**src/rtl/phy_tx_serial.sv**
```systemverilog
// Transmit-side serial PHY. Stripes 32-bit words over two byte-aligned lanes,
// MSB first, one bit per clk_32f cycle. Comma bytes fill every slot that has
// no data, starting with a fixed comma preamble after reset.
//
// Handshake: a word transfers on a rising edge where valid_in && ready_out.
// ready_out depends only on registered state, never on valid_in. Upstream
// must hold data_in and valid_in stable until the word is accepted.
module phy_tx_serial #(
  parameter int         SYNC_COUNT = 4,
  parameter logic [7:0] COMMA      = 8'hBC
) (
  input  logic        clk_32f,
  input  logic        reset,
  input  logic [31:0] data_in,
  input  logic        valid_in,
  output logic        ready_out,
  output logic        data_out0,
  output logic        data_out1,
  output logic        active,
  output logic        sync_done,
  output logic [1:0]  state_dbg
);

  localparam logic [1:0] ST_SYNC    = 2'd0;
  localparam logic [1:0] ST_IDLE    = 2'd1;
  localparam logic [1:0] ST_DATA_HI = 2'd2;
  localparam logic [1:0] ST_DATA_LO = 2'd3;

  localparam int             SCW       = (SYNC_COUNT > 1) ? $clog2(SYNC_COUNT) : 1;
  localparam logic [SCW-1:0] SYNC_LAST = SCW'(SYNC_COUNT - 1);

  logic [1:0]     state;
  logic [2:0]     bit_cnt;
  logic [SCW-1:0] sync_cnt;
  logic [31:0]    hold_word;
  logic           hold_full;
  logic [15:0]    lo_bytes;   // second byte slot of the word in flight: {lane0, lane1}
  logic [7:0]     byte0;
  logic [7:0]     byte1;

  logic           boundary;
  logic [1:0]     nxt_state;
  logic [7:0]     nb0;
  logic [7:0]     nb1;
  logic           nxt_active;
  logic           load;

  // A new byte starts on every edge where bit_cnt wraps back to zero.
  assign boundary  = (bit_cnt == 3'd0);
  assign ready_out = sync_done && !hold_full;
  assign state_dbg = state;

  // Decide the content of the byte slot that starts at the next boundary.
  always_comb begin
    nxt_state  = state;
    nb0        = COMMA;
    nb1        = COMMA;
    nxt_active = 1'b0;
    load       = 1'b0;
    case (state)
      ST_IDLE, ST_DATA_LO: begin
        if (hold_full) begin
          load       = 1'b1;
          nxt_state  = ST_DATA_HI;
          nb0        = hold_word[31:24];
          nb1        = hold_word[15:8];
          nxt_active = 1'b1;
        end else begin
          nxt_state = ST_IDLE;
        end
      end
      ST_DATA_HI: begin
        nxt_state  = ST_DATA_LO;
        nb0        = lo_bytes[15:8];
        nb1        = lo_bytes[7:0];
        nxt_active = 1'b1;
      end
      default: ;
    endcase
  end

  // Sequencer: byte-slot state plus the comma preamble counter.
  always_ff @(posedge clk_32f or negedge reset) begin
    if (!reset) begin
      state     <= ST_SYNC;
      sync_cnt  <= '0;
      sync_done <= 1'b0;
    end else if (state == ST_SYNC) begin
      if (bit_cnt == 3'd7) begin
        sync_cnt <= sync_cnt + SCW'(1);
        if (sync_cnt == SYNC_LAST) begin
          state     <= ST_IDLE;
          sync_done <= 1'b1;
        end
      end
    end else if (boundary) begin
      state <= nxt_state;
    end
  end

  // Lane serialisers: latch the byte at a boundary, then shift it out MSB first.
  always_ff @(posedge clk_32f or negedge reset) begin
    if (!reset) begin
      bit_cnt   <= 3'd0;
      byte0     <= 8'h00;
      byte1     <= 8'h00;
      lo_bytes  <= 16'h0000;
      data_out0 <= 1'b0;
      data_out1 <= 1'b0;
      active    <= 1'b0;
    end else begin
      bit_cnt <= bit_cnt + 3'd1;
      if (boundary) begin
        byte0     <= nb0;
        byte1     <= nb1;
        data_out0 <= nb0[7];
        data_out1 <= nb1[7];
        active    <= nxt_active;
        if (load) lo_bytes <= {hold_word[23:16], hold_word[7:0]};
      end else begin
        data_out0 <= byte0[3'd7 - bit_cnt];
        data_out1 <= byte1[3'd7 - bit_cnt];
      end
    end
  end

  // Single-entry holding register: filled on handshake, emptied on load.
  always_ff @(posedge clk_32f or negedge reset) begin
    if (!reset) begin
      hold_word <= 32'h0;
      hold_full <= 1'b0;
    end else if (boundary && load) begin
      hold_full <= 1'b0;
    end else if (valid_in && ready_out) begin
      hold_word <= data_in;
      hold_full <= 1'b1;
    end
  end

endmodule

```
**config.mk**
```make
export PLATFORM = sky130hd
export DESIGN_NAME = phy_tx_serial
export DESIGN_NICKNAME = d
export VERILOG_FILES = /design/src/rtl/phy_tx_serial.sv
export SDC_FILE = /design/constraint.sdc
export NUM_CORES = 1
export LEC_CHECK = 0
export BUFFER_PORTS_ARGS = -buffer_cell sky130_fd_sc_hd__clkbuf_2
export CAP_MARGIN = 10
export CORE_UTILIZATION = 45
export CTS_CLUSTER_DIAMETER = 200
export DETAILED_ROUTE_END_ITERATION = 16
export PLACE_DENSITY_LB_ADDON = 0.2
export RECOVER_POWER = 50
export SYNTH_ARGS = -nofsm -noshare
export SYNTH_HDL_FRONTEND = slang
export SYNTH_SLANG_ARGS = --single-unit
export TNS_END_PERCENT = 100
```
**constraint.sdc**
```tcl
create_clock -name clk_32f -period 1.82 [get_ports clk_32f]
set_input_delay 0.364 -clock clk_32f [delete_from_list [all_inputs] [get_ports clk_32f]]
set_output_delay 0.364 -clock clk_32f [all_outputs]
set_load 0.005 [all_outputs]
```
# == Word level (Yosys, flattened, before mapping) ==
# Cells that the tools add are included.
# classes
mul,0
n_reduce_logical,15
addsub,3
n_div,0
bitwise_logic,1
n_eq_ne,7
magnitude_cmp,1
mux,21
n_shift,0
# op_table
operator,count
one-hot mux 8 bit (2 select lines),2
two-way mux 8 bit,2
two-way mux 2 bit,5
two-way mux 1 bit,8
binary-select mux 1 bit (select 3 bit),2
equality test 2 bit (second input constant),3
AND reduction 2 bit,3
less-than comparator 3 x 4 -> 1 bit (second input constant),1
!= test 2 x 1 -> 1 bit (second input constant),2
one-hot mux 2 bit (2 select lines),1
AND reduction 4 bit,1
nonzero test 2 bit,2
adder 3 x 1 -> 3 bit (second input constant),1
equality test 3 bit (second input constant),1
logical AND 1 bit,3
logical NOT 3 bit,1
AND reduction 3 bit,1
nonzero test 3 bit,1
subtractor 3 bit (first input constant),1
adder 2 x 1 -> 2 bit (second input constant),1
equality test 2 x 1 -> 1 bit (second input constant),1
logical NOT 2 bit,1
one-hot mux 1 bit (2 select lines),1
OR reduction 2 bit,1
2 further kinds,2
# word_totals
reg_bits,76
out_inout_bits,7
romBits,0
latchBits,0
ramBits,0
n_memories,0
inputBits,35

# == Depth between registers and ports, before layout ==
# logic_depth
ltp_word,6
ltp_mapped,8

# == Worst setup path after synthesis ==
# No wires, ideal clock.
# synth_path
path_kind,register -> register
start,register bit_cnt[0]
end,register lo_bytes[10]
arrival_ps,1489
setup_time_ps,125
slack_ps,206
path_stages_with_launch,7
n_path_buf,2
cell_sequence,dfrtp_1 buf_2 inv_1 ha_1 nand4b_4 buf_6 mux2_4
# synth_via
elab_chain_len,2
# synth_lines
item,line,source
"start, declared",33,logic [2:0] bit_cnt;
"start signal, assigned",112,bit_cnt <= bit_cnt + 3'd1;
logical NOT 3 bit,49,assign boundary = (bit_cnt == 3'd0);
AND reduction 2 bit (no source line),-,
"end signal, assigned",119,"if (load) lo_bytes <= {hold_word[23:16], hold_word[7:0]};"
"end, declared",37,logic [15:0] lo_bytes;
# No other way between the ends.
# A chain may end at the register's enable or synchronous reset.

# == Worst setup path in the final report ==
# layout_path
start,register bit_cnt[1]
end,register byte1[5]
# layout_via
elab_chain_len,1
# layout_lines
item,line,source
logical NOT 3 bit,49,
"end signal, assigned",115,byte1 <= nb1;
"end, declared",39,logic [7:0] byte1;
# No other way between the ends.

==> qor.yml <==
final_layout:
  antenna_cells: 0
  drive_gt1_share_pct: 42.7
  stdcell_count: 382
  final_util_pct: 54.8
  stdcell_area_um2: 3830
  syn2layout_area_growth_pct: 15.1
  num-nets-final: 320
grt:
  grt_max_degree: 47
  grt_pass1_wl_um: 9380
  grt_usage_pct: 16.8
  overflow: 0
  grt_pass1_vias: 1872
  grt_antenna_before_repair: 0
yosys:
  synth.most_common_cell: "dfrtp_1"
  synth_top_cells_by_count: "76 x dfrtp_1, 41 x mux2_4, 32 x nor2_1"
  syn_inst: 230
  ys.flop_type: "dfrtp_1"
  async_reset_ff_share_pct: 100
  syn_area_per_cell_um2: 14.5
  yosys.area.top_type_share_pct: 57.2
  syn_area_um2: 3330
  yosysUniqueCellTypes: 32
  synthTopCellsByArea: "dfrtp_1 57%, mux2_4 19%, nor2_1 3.6%"
  yosysSeqAreaShare_pct: 57.2
  synth_nets: 269
  synth_edf_count: 0
  synth_top_cell_by_area: "dfrtp_1"
  synth_warnings: 0
  ys_ff_latch: 76
place:
  place_congestion: 0.766
  dp.cells: 365
  portBuffers: 41
  hpwl_um: 3870
  placed_area_um2: 3630
die:
  dieArea_um2: 7740
  core_area_um2: 6980
  io_pins: 42
  num_rows: 30
  fp.dieH_um: 88.0
  die_w_um: 88.0
  initial_core_util_pct: 47.7
drt:
  wirelength_um: 5570
  wl_per_cell_um: 14.6
  vias: 1855
  ant_nets: 0
  dr.first_iter.drc_count: 47
  drt_pass1_iterations: 4
  drc_errors: 0
  viasPerCell: 4.86
timing:
  worst_slew_pin_slew_ns: 0.782
  maxSlewViolCount: 0
  maxSlewHeadroom_pct: 47.9
  fmax_ghz: 0.624
  period_share_pct: 88.1
  min_period_ns: 1.60
  final-setup-viol-count: 0
  setup_tns_ns: 0
  skew_ns: 0.00765
  finalHoldViolations: 0
  rsz0062_at_grt: "false"
clocking:
  clkTransAtPathRegs_ns: 0.07
  cts_root_buffer: "clkbuf_8"
  cts_setup_buffers: 0
  clockBufferDepth: 2
  clock_latency_ns: 0.34
  cts_tree: "yes"
  htreeDepth: 3
  cts_sinks: 76
  cts_buffers: 9
critical_path:
  worstPathRequired_ns: 2.05
  cp_slowest_cell: "nand4bb_1"
  critPathCaptureType: "flop"
  path_max_fanout: 8
  critical_path.startpoint_type: "flop"
  crit_chain: "inv_1, ha_1, nand4bb_1, o22ai_1, nor2_1"
  critPathMaxStageDelay_ns: 0.42
  critPathKind: "reg2reg"
  cp.arrival_ns: 1.84
flow_run:
  cap_violations: 0
pwr:
  p_per_area_nw_per_um2: 946
  irDropWorstVdd_v: 0.000574
  leakagePower_nw: 1.94
outcome:
  outcome: "finished, final reports clean"
worst_hold_path:
  hp-class: "in2reg"
flip-flops by register name (all words and copies together), names as in the netlist:
signal,count
sync_done,1
data_out0,1
sync_cnt,2
hold_full,1
state_dbg,2
data_out1,1
active,1
byte1,8
lo_bytes,16
hold_word,32
bit_cnt,3
byte0,8
repair_timing:
| item | in CTS | in global routing |
|---|---|---|
| hold buffers | 1 | 0 |
| endpoints found under the hold margin | 30 | 0 |
| endpoints found under the setup margin | 0 | 11 |
| resized for setup | 0 | 1 |
critical path, delay by kind of cell (launching register included):
family | cells | cell delay [ns]
buffers and inverters | 1 | 0.10
adders and majority gates | 1 | 0.28
DFF | 1 | 0.38
AOI/OAI and AO/OA | 1 | 0.26
and+or+nand+nor | 2 | 0.48
metal layers:
metal | global-route usage [%] | share of wire [%]
met5 | 0 | 0
met4 | 6.26 | 1.3
met3 | 5.37 | 5.0
met2 | 24.5 | 46
met1 | 23.4 | 48
layout make-up:
class,instances,area [µm²]
multi-input combinational,139,1290
clock inverter,3,46.3
inverter,3,11.3
clock buffer,13,149
fill,611,3150
sequential,76,1900
tap,96,120
timing repair buffer,52,307
logic make-up after synthesis:
family                   after synthesis  synth area share [%]
adder cells (fa/ha/maj)                4                  1.50
buffers and inverters                 15                  4.02
XOR/XNOR                               1                 0.263
flip-flops                            76                  57.2
AND/OR/NAND/NOR                       56                  8.16
AO/OA/AOI/OAI                         23                  5.04
multiplexers                          55                  23.8
cell usage in the layout (no fill, tap or decap), types with 3 or more instances in the layout:
cell | Yosys | final
buf_4 | 0 | 8
mux2_2 | 10 | 10
nor2_1 | 32 | 32
ha_1 | 4 | 4
clkbuf_8 | 0 | 10
clkbuf_2 | 0 | 41
mux2_4 | 41 | 41
dfrtp_1 | 76 | 76
o22ai_1 | 8 | 8
inv_1 | 3 | 3
a221oi_1 | 6 | 6
clkbuf_1 | 1 | 3
nand2_1 | 11 | 11
worst paths after layout:
kind	startpoint	endpoint	slack [ns]	cells after the start
setup reg to reg	bit_cnt[1]$_DFF_PN0_	byte1[5]$_DFFE_PN0P_	0.22	5
hold reg to reg	bit_cnt[0]$_DFF_PN0_	bit_cnt[0]$_DFF_PN0_	0.43	1
setup / recovery	bit_cnt[1]$_DFF_PN0_	byte1[5]$_DFFE_PN0P_	0.22	5
min in group asynchronous	reset	data_out0$_DFF_PN0_	0.63	2
max in group asynchronous	reset	bit_cnt[1]$_DFF_PN0_	0.33	3
hold / removal	data_in[15]	hold_word[15]$_DFFE_PN0P_	0.24	2
where the power goes:
group | internal, mW | switching (mW) | total (mW) | leakage (nW)
Clock | 0.675 | 0.573 | 1.25 | 0.0938
Combinational | 0.257 | 0.112 | 0.369 | 0.938
Sequential | 1.89 | 0.117 | 2.00 | 0.911
Total | 2.82 | 0.802 | 3.62 | 1.94
per-stage QoR:
stage / power, mW / setup WS, ns / hold WS [ns]
after global routing: 3.79 / 0.0629 / 0.224
after detailed placement: 2.41 / 0.145 / 0.330
after global placement: 2.40 / 0.227 / 0.334
after CTS: 3.68 / 0.128 / 0.227
after floorplan: 2.26 / 0.206 / 0.0684
final: 3.62 / 0.216 / 0.245
Note: power is estimated with default switching activity, not from simulation.
